$ cat config.mk
export PLATFORM = sky130hd
export DESIGN_NAME = boot_loader_flat
export DESIGN_NICKNAME = d
export VERILOG_FILES = /design/src/rtl/boot_pkg.sv /design/src/rtl/boot_loader_if.sv /design/src/rtl/ram_port_mux.sv /design/src/rtl/boot_loader.sv /design/src/flat_wrapper.sv
export SDC_FILE = /design/constraint.sdc
export NUM_CORES = 1
export LEC_CHECK = 0
export ABC_AREA = 1
export BUFFER_PORTS_ARGS = -buffer_cell sky130_fd_sc_hd__buf_2
export CAP_MARGIN = 20
export CORE_MARGIN = 8
export CORE_UTILIZATION = 52
export CTS_CLUSTER_DIAMETER = 80
export DETAILED_ROUTE_END_ITERATION = 10
export PLACE_DENSITY = 0.83
export SYNTH_ARGS = -nofsm -noshare
export SYNTH_HDL_FRONTEND = slang
export SYNTH_HIERARCHICAL = 1
export SYNTH_SLANG_ARGS = --single-unit
$ cat constraint.sdc
create_clock -name clk -period 2.6 [get_ports clk]
set_clock_uncertainty 0.15 [all_clocks]
set_input_delay 0 -clock clk [delete_from_list [all_inputs] [get_ports clk]]
set_output_delay 0 -clock clk [all_outputs]
set_load 0.05 [all_outputs]
$ cat src/rtl/boot_pkg.sv
// Shared definitions for the boot loader slice: default widths, default
// read latency and the loader FSM state encoding.
package boot_pkg;
    localparam int DEF_DATA_WIDTH = 16;
    localparam int DEF_ADDR_WIDTH = 5;
    localparam int DEF_RD_LATENCY = 1;

    typedef enum logic [2:0] {
        ST_IDLE  = 3'd0,
        ST_LOAD  = 3'd1,
        ST_WR    = 3'd2,
        ST_RD    = 3'd3,
        ST_RDW   = 3'd4,
        ST_RUN   = 3'd5,
        ST_ERROR = 3'd6
    } state_t;
endpackage

$ cat src/rtl/boot_loader_if.sv
// Stream + RAM port bundle of the boot loader.
//   in_valid/in_data/in_ready : word stream into the loader
//   ram_addr/ram_wdata/ram_read/ram_write : RAM request (loader or CU)
//   ram_rdata : RAM read data
// master = the loader side, slave = stream source and RAM.
interface boot_loader_if
    import boot_pkg::*;
#(
    parameter int DATA_WIDTH = DEF_DATA_WIDTH,
    parameter int ADDR_WIDTH = DEF_ADDR_WIDTH
);
    logic                  in_valid;
    logic [DATA_WIDTH-1:0] in_data;
    logic                  in_ready;
    logic [ADDR_WIDTH-1:0] ram_addr;
    logic [DATA_WIDTH-1:0] ram_wdata;
    logic                  ram_read;
    logic                  ram_write;
    logic [DATA_WIDTH-1:0] ram_rdata;

    modport master (
        input  in_valid, in_data, ram_rdata,
        output in_ready, ram_addr, ram_wdata, ram_read, ram_write
    );

    modport slave (
        output in_valid, in_data, ram_rdata,
        input  in_ready, ram_addr, ram_wdata, ram_read, ram_write
    );
endinterface

$ cat src/rtl/ram_port_mux.sv
// RAM port arbiter: hands the port to the CU when sel (cu_enable) is high,
// otherwise presents the loader's registered request.
//   sel        : 1 = CU owns the port
//   ld_*       : loader request
//   cu_*       : CU request
//   ram_*      : resolved RAM request
module ram_port_mux
    import boot_pkg::*;
#(
    parameter int DATA_WIDTH = DEF_DATA_WIDTH,
    parameter int ADDR_WIDTH = DEF_ADDR_WIDTH
) (
    input  logic                  sel,
    input  logic [ADDR_WIDTH-1:0] ld_addr,
    input  logic [DATA_WIDTH-1:0] ld_wdata,
    input  logic                  ld_read,
    input  logic                  ld_write,
    input  logic [ADDR_WIDTH-1:0] cu_addr,
    input  logic [DATA_WIDTH-1:0] cu_wdata,
    input  logic                  cu_read,
    input  logic                  cu_write,
    output logic [ADDR_WIDTH-1:0] ram_addr,
    output logic [DATA_WIDTH-1:0] ram_wdata,
    output logic                  ram_read,
    output logic                  ram_write
);
    assign ram_addr  = sel ? cu_addr  : ld_addr;
    assign ram_wdata = sel ? cu_wdata : ld_wdata;
    assign ram_read  = sel ? cu_read  : ld_read;
    assign ram_write = sel ? cu_write : ld_write;
endmodule

$ cat src/rtl/boot_loader.sv
// Program/data preloader between the CU and RAM. While the CU is held off it
// takes words from a valid/ready stream, writes them to consecutive RAM
// addresses from base_addr and optionally reads each back to verify. On
// success it enters RUN (cu_enable=1, CU owns RAM); on mismatch it latches
// error/err_addr and parks in ERROR.
//   clk, reset        : clock, synchronous active-high reset
//   start             : load request (accepted in IDLE/RUN/ERROR only)
//   base_addr, word_count, verify : load parameters, sampled on start
//   cu_*              : CU RAM request, passed through in RUN only
//   cu_rdata          : RAM read data to the CU
//   cu_enable, busy   : status
//   error, err_addr   : verify mismatch flag and first failing address
//   bus               : stream and RAM port
module boot_loader
    import boot_pkg::*;
#(
    parameter int DATA_WIDTH = DEF_DATA_WIDTH,
    parameter int ADDR_WIDTH = DEF_ADDR_WIDTH,
    parameter int RD_LATENCY = DEF_RD_LATENCY
) (
    input  logic                  clk,
    input  logic                  reset,
    input  logic                  start,
    input  logic [ADDR_WIDTH-1:0] base_addr,
    input  logic [ADDR_WIDTH:0]   word_count,
    input  logic                  verify,
    input  logic [ADDR_WIDTH-1:0] cu_addr,
    input  logic [DATA_WIDTH-1:0] cu_wdata,
    input  logic                  cu_read,
    input  logic                  cu_write,
    output logic [DATA_WIDTH-1:0] cu_rdata,
    output logic                  cu_enable,
    output logic                  busy,
    output logic                  error,
    output logic [ADDR_WIDTH-1:0] err_addr,
    boot_loader_if.master         bus
);
    localparam int LW = $clog2(RD_LATENCY + 1);

    state_t                state, state_n;
    logic [ADDR_WIDTH-1:0] ptr;
    logic [ADDR_WIDTH:0]   rem;
    logic                  verify_q;
    logic [LW-1:0]         lat_cnt;
    logic                  in_ready_q, busy_q, cu_en_q, error_q;
    logic                  ld_read, ld_write;
    logic [ADDR_WIDTH-1:0] ld_addr, err_addr_q;
    logic [DATA_WIDTH-1:0] ld_wdata;
    logic [ADDR_WIDTH-1:0] mux_addr;
    logic [DATA_WIDTH-1:0] mux_wdata;
    logic                  mux_read, mux_write;

    logic start_ok, accept, rd_done, match, last, advance;

    assign start_ok = start && (state == ST_IDLE || state == ST_RUN || state == ST_ERROR);
    assign accept   = bus.in_valid && in_ready_q;
    // lat_cnt counts cycles elapsed since the RD cycle; the compare happens
    // when exactly RD_LATENCY have passed.
    assign rd_done  = (state == ST_RDW) && (lat_cnt == LW'(RD_LATENCY));
    // ld_wdata still holds the word just written, so it doubles as the
    // reference for the read-back compare.
    assign match    = (bus.ram_rdata == ld_wdata);
    assign last     = (rem == (ADDR_WIDTH+1)'(1));
    assign advance  = (state == ST_WR && !verify_q) || (rd_done && match);

    always_ff @(posedge clk) begin
        if (reset) state <= ST_IDLE;
        else       state <= state_n;
    end

    always_comb begin
        state_n = state;
        case (state)
            ST_IDLE, ST_RUN, ST_ERROR:
                if (start_ok) state_n = (word_count == '0) ? ST_RUN : ST_LOAD;
            ST_LOAD:
                if (accept) state_n = ST_WR;
            ST_WR:
                if (verify_q) state_n = ST_RD;
                else          state_n = last ? ST_RUN : ST_LOAD;
            ST_RD:
                state_n = ST_RDW;
            ST_RDW:
                if (rd_done) begin
                    if (!match)    state_n = ST_ERROR;
                    else if (last) state_n = ST_RUN;
                    else           state_n = ST_LOAD;
                end
            default:
                state_n = ST_IDLE;
        endcase
    end

    // All loader-side outputs are flops decoded from the next state so they
    // line up with the state register without a combinational decode.
    always_ff @(posedge clk) begin
        if (reset) begin
            in_ready_q <= 1'b0;
            busy_q     <= 1'b0;
            cu_en_q    <= 1'b0;
            ld_write   <= 1'b0;
            ld_read    <= 1'b0;
            ld_addr    <= '0;
            ld_wdata   <= '0;
            ptr        <= '0;
            rem        <= '0;
            verify_q   <= 1'b0;
            lat_cnt    <= '0;
            error_q    <= 1'b0;
            err_addr_q <= '0;
        end else begin
            in_ready_q <= (state_n == ST_LOAD);
            busy_q     <= (state_n == ST_LOAD) || (state_n == ST_WR) ||
                          (state_n == ST_RD)   || (state_n == ST_RDW);
            cu_en_q    <= (state_n == ST_RUN);
            ld_write   <= (state_n == ST_WR);
            ld_read    <= (state_n == ST_RD);

            if (start_ok) begin
                ptr        <= base_addr;
                rem        <= word_count;
                verify_q   <= verify;
                error_q    <= 1'b0;
                err_addr_q <= '0;
            end

            if (accept) begin
                ld_addr  <= ptr;
                ld_wdata <= bus.in_data;
            end

            // Pointer wraps naturally at 2^ADDR_WIDTH.
            if (advance) begin
                ptr <= ptr + 1'b1;
                rem <= rem - 1'b1;
            end

            if (state == ST_RD)
                lat_cnt <= LW'(1);
            else if (state == ST_RDW && !rd_done)
                lat_cnt <= lat_cnt + 1'b1;

            if (rd_done && !match) begin
                error_q    <= 1'b1;
                err_addr_q <= ptr;
            end
        end
    end

    ram_port_mux #(
        .DATA_WIDTH (DATA_WIDTH),
        .ADDR_WIDTH (ADDR_WIDTH)
    ) u_mux (
        .sel       (cu_en_q),
        .ld_addr   (ld_addr),
        .ld_wdata  (ld_wdata),
        .ld_read   (ld_read),
        .ld_write  (ld_write),
        .cu_addr   (cu_addr),
        .cu_wdata  (cu_wdata),
        .cu_read   (cu_read),
        .cu_write  (cu_write),
        .ram_addr  (mux_addr),
        .ram_wdata (mux_wdata),
        .ram_read  (mux_read),
        .ram_write (mux_write)
    );

    assign bus.ram_addr  = mux_addr;
    assign bus.ram_wdata = mux_wdata;
    assign bus.ram_read  = mux_read;
    assign bus.ram_write = mux_write;
    assign bus.in_ready  = in_ready_q;

    assign cu_rdata  = bus.ram_rdata;
    assign cu_enable = cu_en_q;
    assign busy      = busy_q;
    assign error     = error_q;
    assign err_addr  = err_addr_q;
endmodule
$ cat src/flat_wrapper.sv
// flat-port wrapper written by rule: the top's interface ports become plain ports
module boot_loader_flat import boot_pkg::*;
#(
    parameter int DATA_WIDTH = DEF_DATA_WIDTH,
    parameter int ADDR_WIDTH = DEF_ADDR_WIDTH,
    parameter int RD_LATENCY = DEF_RD_LATENCY
)
  (clk, reset, start, base_addr, word_count, verify, cu_addr, cu_wdata, cu_read, cu_write, cu_rdata, cu_enable, busy, error, err_addr, bus_in_valid, bus_in_data, bus_ram_rdata, bus_in_ready, bus_ram_addr, bus_ram_wdata, bus_ram_read, bus_ram_write);
  boot_loader_if #(.DATA_WIDTH(DATA_WIDTH), .ADDR_WIDTH(ADDR_WIDTH)) bus_i ();
  input  logic clk;
  input  logic reset;
  input  logic start;
  input  logic [ADDR_WIDTH-1:0] base_addr;
  input  logic [ADDR_WIDTH:0] word_count;
  input  logic verify;
  input  logic [ADDR_WIDTH-1:0] cu_addr;
  input  logic [DATA_WIDTH-1:0] cu_wdata;
  input  logic cu_read;
  input  logic cu_write;
  output logic [DATA_WIDTH-1:0] cu_rdata;
  output logic cu_enable;
  output logic busy;
  output logic error;
  output logic [ADDR_WIDTH-1:0] err_addr;
  input wire logic [$bits(bus_i.in_valid)-1:0] bus_in_valid;
  input wire logic [$bits(bus_i.in_data)-1:0] bus_in_data;
  input wire logic [$bits(bus_i.ram_rdata)-1:0] bus_ram_rdata;
  output wire logic [$bits(bus_i.in_ready)-1:0] bus_in_ready;
  output wire logic [$bits(bus_i.ram_addr)-1:0] bus_ram_addr;
  output wire logic [$bits(bus_i.ram_wdata)-1:0] bus_ram_wdata;
  output wire logic [$bits(bus_i.ram_read)-1:0] bus_ram_read;
  output wire logic [$bits(bus_i.ram_write)-1:0] bus_ram_write;
  assign bus_i.in_valid = bus_in_valid;
  assign bus_i.in_data = bus_in_data;
  assign bus_i.ram_rdata = bus_ram_rdata;
  assign bus_in_ready = bus_i.in_ready;
  assign bus_ram_addr = bus_i.ram_addr;
  assign bus_ram_wdata = bus_i.ram_wdata;
  assign bus_ram_read = bus_i.ram_read;
  assign bus_ram_write = bus_i.ram_write;
  boot_loader #(.DATA_WIDTH(DATA_WIDTH), .ADDR_WIDTH(ADDR_WIDTH), .RD_LATENCY(RD_LATENCY)) u_core (.clk(clk), .reset(reset), .start(start), .base_addr(base_addr), .word_count(word_count), .verify(verify), .cu_addr(cu_addr), .cu_wdata(cu_wdata), .cu_read(cu_read), .cu_write(cu_write), .cu_rdata(cu_rdata), .cu_enable(cu_enable), .busy(busy), .error(error), .err_addr(err_addr), .bus(bus_i));
endmodule
==> results.json, run 1 <==
{
  "hold_end": "u_core/ld_wdata[12]",
  "clockBufferDepth": 2,
  "cts-root-buf": "clkbuf_8",
  "seq_area_frac_synth": 0.330,
  "synth_compound_area_frac": 0.121,
  "synth_fp_nets": 528,
  "path_class": "reg2reg",
  "holdPathStages": 3,
  "critPathRequiredTime_ps": 2640,
  "synth.area.mux_share": 0,
  "synth_top_family_by_area": "simple AND/OR/NAND/NOR gates",
  "arrival_ps": 2440,
  "gp_congestion": 0.891,
  "cpMaxStageDelayCell": "dlygate4sd3_1",
  "path_buf_inv": 2,
  "post-route-period-util": 0.920,
  "cts_tree": "done",
  "reg2reg_from": "u_core/ld_wdata[10]",
  "cts_sinks": 48,
  "outcome": "finished, final reports clean",
  "critical_path.max_fanout": 20,
  "grt_setup_unrepaired": "no",
  "vias_per_cell": 4.90,
  "ys_warn_count": 6,
  "die_h_um": 90.9,
  "route.detailed.drc": 0,
  "clk_pin_slew_ps": 90,
  "syn_area_per_cell_sq_um": 6.42,
  "reg2reg_slack_ps": 210,
  "htree_num_levels": 2,
  "clk_latency_ps": 300,
  "grt_pass1_vias": 3146,
  "setup_viol": 0,
  "ant_nets": 0,
  "ir_drop_v": 0.000272,
  "slew_headroom": 0.553,
  "tightest_slew_ps": 670,
  "drt_iter0_markers": 188,
  "nets": 657,
  "max_cap_viol_count": 0,
  "hp-start": "bus_in_valid",
  "hold_path.class": "in2reg",
  "netlist_instances": 454,
  "cp-start-kind": "register",
  "end_kind": "register",
  "row_count": 27,
  "rr_endpoint": "u_core/rem[3]",
  "synthAdderAreaFrac": 0.0129,
  "core_area_sq_um": 5470,
  "p_per_area_nw_per_um2": 516,
  "die_w_um": 90.9,
  "fmax_mhz": 418,
  "placedCellCount": 615,
  "synth-simple-area-share": 0.362,
  "synth_cell_types": 33,
  "num_vias": 3214,
  "setup_tns_ps": 0,
  "drtPass1Iterations": 5,
  "io_pins": 119,
  "final_cells": 656,
  "cpMostUsedCell": "nand2_1",
  "grt_max_degree": 27,
  "leakage_nw": 2.00,
  "grt_first_pass_wirelength_um": 14500,
  "diodes": 0,
  "reg2regPathDepth": 12,
  "dieArea_sq_um": 8260,
  "cts_buffers": 5,
  "grt_overflow": 0,
  "antenna_found_initial": 0,
  "synth_xor_area_frac": 0.0270,
  "cp_top_family": "simple AND/OR/NAND/NOR gates",
  "drive_gt1_frac": 0.265,
  "slew_viol_final": 0,
  "areaGrowthSynthToFinish_pct": 31.5,
  "post-cts-setup-buffers": 0,
  "ys_ff_latch": 48,
  "wl_per_cell_um": 13.3,
  "synth_area_sq_um": 2920,
  "port_buffers": 118,
  "wirelength_um": 8730,
  "period_minus_slack_ps": 2390,
  "start_util": 0.533,
  "cp_slowest_stage_delay_ps": 570,
  "hold_viol_final": 0,
  "grt_usage": 0.207,
  "cp_cell_sequence": "inv_1 -> nand2_1 -> nand2_1 -> nor2_1 -> nand2_1 -> nor2_2 -> nand3_2 -> nand2_4 -> nand2_1 -> o21ai_0 -> a21oi_1 -> dlygate4sd3_1",
  "dp_hpwl_um": 6320
}
## routing by layer
metal,track usage,vias to the layer above,part of all wire
met5,0,-,0
met4,0.0764,0,0.024
met3,0.0524,21,0.069
met2,0.371,130,0.49
met1,0.228,1422,0.41
li1,-,1641,-
## flip-flops by register name, indices dropped and copies added, names as in the netlist
| signal | flops |
|---|---|
| u_core/ptr | 5 |
| u_core/state | 3 |
| u_core/ld_read | 1 |
| u_core/bus.in_ready | 1 |
| u_core/ld_addr | 5 |
| u_core/rem | 6 |
| u_core/error | 1 |
| u_core/busy | 1 |
| u_core/lat_cnt | 1 |
| u_core/err_addr | 5 |
| u_core/ld_write | 1 |
| u_core/ld_wdata | 16 |
| u_core/verify_q | 1 |
| u_core/cu_enable | 1 |
## worst max-delay path by stage
stage,from,to,slack (ps),cells past startpoint
after floorplan,u_core/bus.in_ready,u_core/busy,820,11
after global placement,u_core/ld_wdata[10],u_core/rem[4],770,11
after detailed placement,u_core/ld_wdata[10],u_core/rem[3],690,11
after CTS,u_core/ld_wdata[10],u_core/rem[3],140,12
after global routing,u_core/ld_wdata[14],u_core/rem[3],50,12
final,u_core/ld_wdata[10],u_core/rem[3],210,12
## power breakdown
part | switching [W] | internal, W | total (W) | leakage, nW
Clock | 0.000240 | 0.000286 | 0.000526 | 0.0552
Combinational | 0.000406 | 0.000212 | 0.000618 | 1.56
Sequential | 0.0000463 | 0.000786 | 0.000832 | 0.392
Total | 0.000692 | 0.00128 | 0.00198 | 2.00
## layout make-up
class | instances | area, sq um
clock inverter | 2 | 35.0
multi-input combinational | 321 | 1530
timing repair buffer | 153 | 936
inverter | 54 | 208
fill | 470 | 1640
sequential | 48 | 961
tap | 72 | 90.1
clock buffer | 6 | 72.6
## per-stage QoR
step	hold WS [ps]	worst slack [ps]	cell area [sq um]	utilization	total power [W]
after floorplan	-77.8	824	2920	-	0.00128
after global placement	106	766	3390	0.619	0.00141
after detailed placement	116	692	3390	0.619	0.00142
after CTS	91.2	139	3830	0.699	0.00199
after global routing	149	51.1	3830	0.700	0.00209
final	99.2	207	3830	0.700	0.00198
## worst min-delay path, delay by kind of cell
family                 cells  cell delay [ps]
and+or+nand+nor            1              270
buffers and inverters      1              110
AOI/OAI and AO/OA          1              110
## cell usage after synthesis, drive strengths merged
master,n,area [sq um]
nor4,1,6.26
nand3,20,118
nand2,149,582
a21boi,2,15.0
clkbuf,8,41.3
ha,3,37.5
o211ai,1,7.51
nand4,1,6.26
a21oi,29,156
xnor2,4,35.0
nor3,3,15.0
inv,54,208
nor2,69,329
o21ai,34,174
buf,23,180
dfxtp,48,961
xor2,5,43.8
## logic make-up (layout without fill, tap and decap cells)
| kind of cell | after synthesis | after routing |
|---|---|---|
| AOI/OAI and AO/OA | 66 | 66 |
| xor gates and xnor gates | 9 | 9 |
| adders and majority gates | 3 | 3 |
| buffers and inverters | 85 | 215 |
| DFF | 48 | 48 |
| and+or+nand+nor | 243 | 243 |
## placed cells by master, fill, tap and decap left out, types with 5 or more instances in the layout
| cell type | count |
|---|---|
| nand2_1 | 142 |
| buf_2 | 118 |
| nor2_1 | 60 |
| dfxtp_1 | 48 |
| inv_1 | 46 |
| dlygate4sd3_1 | 33 |
| o21ai_0 | 32 |
| a21oi_1 | 28 |
| nand3_1 | 18 |
| inv_2 | 7 |
| clkbuf_8 | 5 |
| xor2_1 | 5 |
| nand2_2 | 5 |
## repair_timing
item | CTS | global route
setup endpoints to repair | 0 | 4
hold buffers | 33 | 0
gates resized for setup | 0 | 1
endpoints found under the hold margin | 33 | 0
Power figures use the tool's default switching activity.
==> run 2, diff against run 1 <==
- CORE_UTILIZATION: 52 -> 49
- PLACE_DENSITY: 0.83 -> 0.79
- clock period: 2.6 -> 2.5 ns (I/O delays scaled with it)
==> results.json, run 2 (same netlist as run 1, synthesis figures left out) <==
{
  "largest_reg_flops": 16,
  "reg_top3": "u_core/ld_wdata x16, u_core/rem x6",
  "grt_overflow": 0,
  "cts_buffers": 5,
  "cts-root-buf": "clkbuf_8",
  "grt_max_degree": 27,
  "post-cts-setup-buffers": 0,
  "diodes": 0,
  "regArea_sq_um": 961,
  "die_h_um": 93.1,
  "nFillCells": 556,
  "grt_pass1_vias": 3065,
  "postLayoutCoreUtil": 0.651,
  "drive_gt1_frac": 0.265,
  "leakage_nw": 1.98,
  "critPathRequiredTime_ps": 2550,
  "p_per_area_nw_per_um2": 521,
  "grt_first_pass_wirelength_um": 13700,
  "dieArea_sq_um": 8670,
  "final_common_cell": "nand2_1",
  "reg2reg_slack_ps": 210,
  "rr_endpoint": "u_core/rem[1]",
  "die_w_um": 93.1,
  "layout_common_cells": "nand2_1, buf_2, nor2_1",
  "hold_end": "u_core/ld_addr[1]",
  "row_count": 28,
  "fmax_mhz": 436,
  "route.detailed.drc": 0,
  "path_class": "reg2reg",
  "slew_headroom": 0.515,
  "ant_nets": 0,
  "multi_input_area_sq_um": 1540,
  "max_cap_viol_count": 0,
  "cts_tree": "done",
  "reg2reg_from": "u_core/ld_wdata[14]",
  "drt_iter0_markers": 186,
  "io_pins": 119,
  "setup_tns_ps": 0,
  "hold_path.class": "in2reg",
  "nets": 655,
  "ir_drop_v": 0.000235,
  "clockBufferDepth": 2,
  "start_util": 0.498,
  "critical_path.max_fanout": 20,
  "wirelength_um": 8560,
  "reg2regPathDepth": 12,
  "core_area_sq_um": 5850,
  "drtPass1Iterations": 4,
  "arrival_ps": 2340,
  "period_minus_slack_ps": 2290,
  "hold_viol_final": 0,
  "clk_pin_slew_ps": 90,
  "dp_hpwl_um": 6270,
  "holdPathStages": 4,
  "grt_usage": 0.191,
  "grt_setup_unrepaired": "no",
  "cp-start-kind": "register",
  "num_vias": 3165,
  "antenna_found_initial": 0,
  "regMostFlops": "u_core/ld_wdata",
  "cts_sinks": 48,
  "gp_congestion": 0.896,
  "end_kind": "register",
  "slew_viol_final": 0,
  "hp-start": "bus_in_valid",
  "clk_latency_ps": 300,
  "outcome": "finished, final reports clean",
  "post-route-period-util": 0.917,
  "areaGrowthSynthToFinish_pct": 30.6,
  "port_buffers": 118,
  "tightest_slew_ps": 727,
  "setup_viol": 0,
  "vias_per_cell": 4.82,
  "wl_per_cell_um": 13.0,
  "htree_num_levels": 2
}
==> run 2: through the flow <==
stage | instances | cell area (sq um) | power, W | hold slack [ps] | worst slack [ps]
2_1_floorplan | 454 | 2920 | 0.00133 | -77.8 | 724
3_3_place_gp | 618 | 3390 | 0.00146 | 102 | 691
3_5_place_dp | 618 | 3390 | 0.00148 | 118 | 627
4_1_cts | 657 | 3790 | 0.00199 | 24.9 | 105
5_1_grt | 657 | 3810 | 0.00209 | 76.4 | 22.9
6_report | 657 | 3810 | 0.00198 | 34.8 | 207
==> run 2: critical path, cell delays in order, from the launching register on <==
cell and delay (ps):
dfxtp_1 390, nand2_1 70, inv_1 50, nor2_1 30
nor2_1 80, nand2_1 80, nor2_2 210, nand3_2 190
nand2_8 180, nor2_8 70, nand2_1 60, a21oi_1 50
dlygate4sd3_1 570
==> run 2: where the power goes <==
part           switching (W)  internal, W  total [W]
clock               0.000255     0.000226   0.000481
combinational       0.000420     0.000218   0.000638
sequential         0.0000466     0.000818   0.000864
total               0.000721      0.00126    0.00198
==> run 2: final cells by class <==
cell class                      count  share of cell area
Timing Repair Buffer              151               0.241
Sequential cell                    48               0.252
Tap cell                           75              0.0246
Inverter                           54              0.0546
Clock buffer                        8              0.0237
Multi-Input combinational cell    321               0.404
==> run 2: worst max-delay path by stage <==
stage / from / depth (start not counted) / slack [ps] / endpoint
after global placement: u_core/ld_wdata[10] / 11 / 690 / u_core/ptr[3]
final: u_core/ld_wdata[14] / 12 / 210 / u_core/rem[1]
after detailed placement: u_core/ld_wdata[14] / 11 / 630 / u_core/rem[5]
after global routing: u_core/ld_wdata[14] / 11 / 20 / u_core/ptr[1]
after CTS: u_core/ld_wdata[14] / 11 / 110 / u_core/ptr[1]
after floorplan: u_core/bus.in_ready / 11 / 720 / u_core/busy
==> run 2: per-layer routing <==
layer  up-vias  share of wire  wire length [um]  GRT usage
met1      1408           0.41              3510      0.200
met3        11          0.075               645     0.0513
met5         -              0                 0          0
met4         0          0.013               114     0.0591
met2       112           0.50              4290      0.361
li1       1634              -                 -          -
==> run 2: what timing repair did <==
action,in CTS,in global routing
hold buffers,31,0
endpoints found under the hold margin,36,0
setup endpoints to repair,0,2
gates resized for setup,0,2
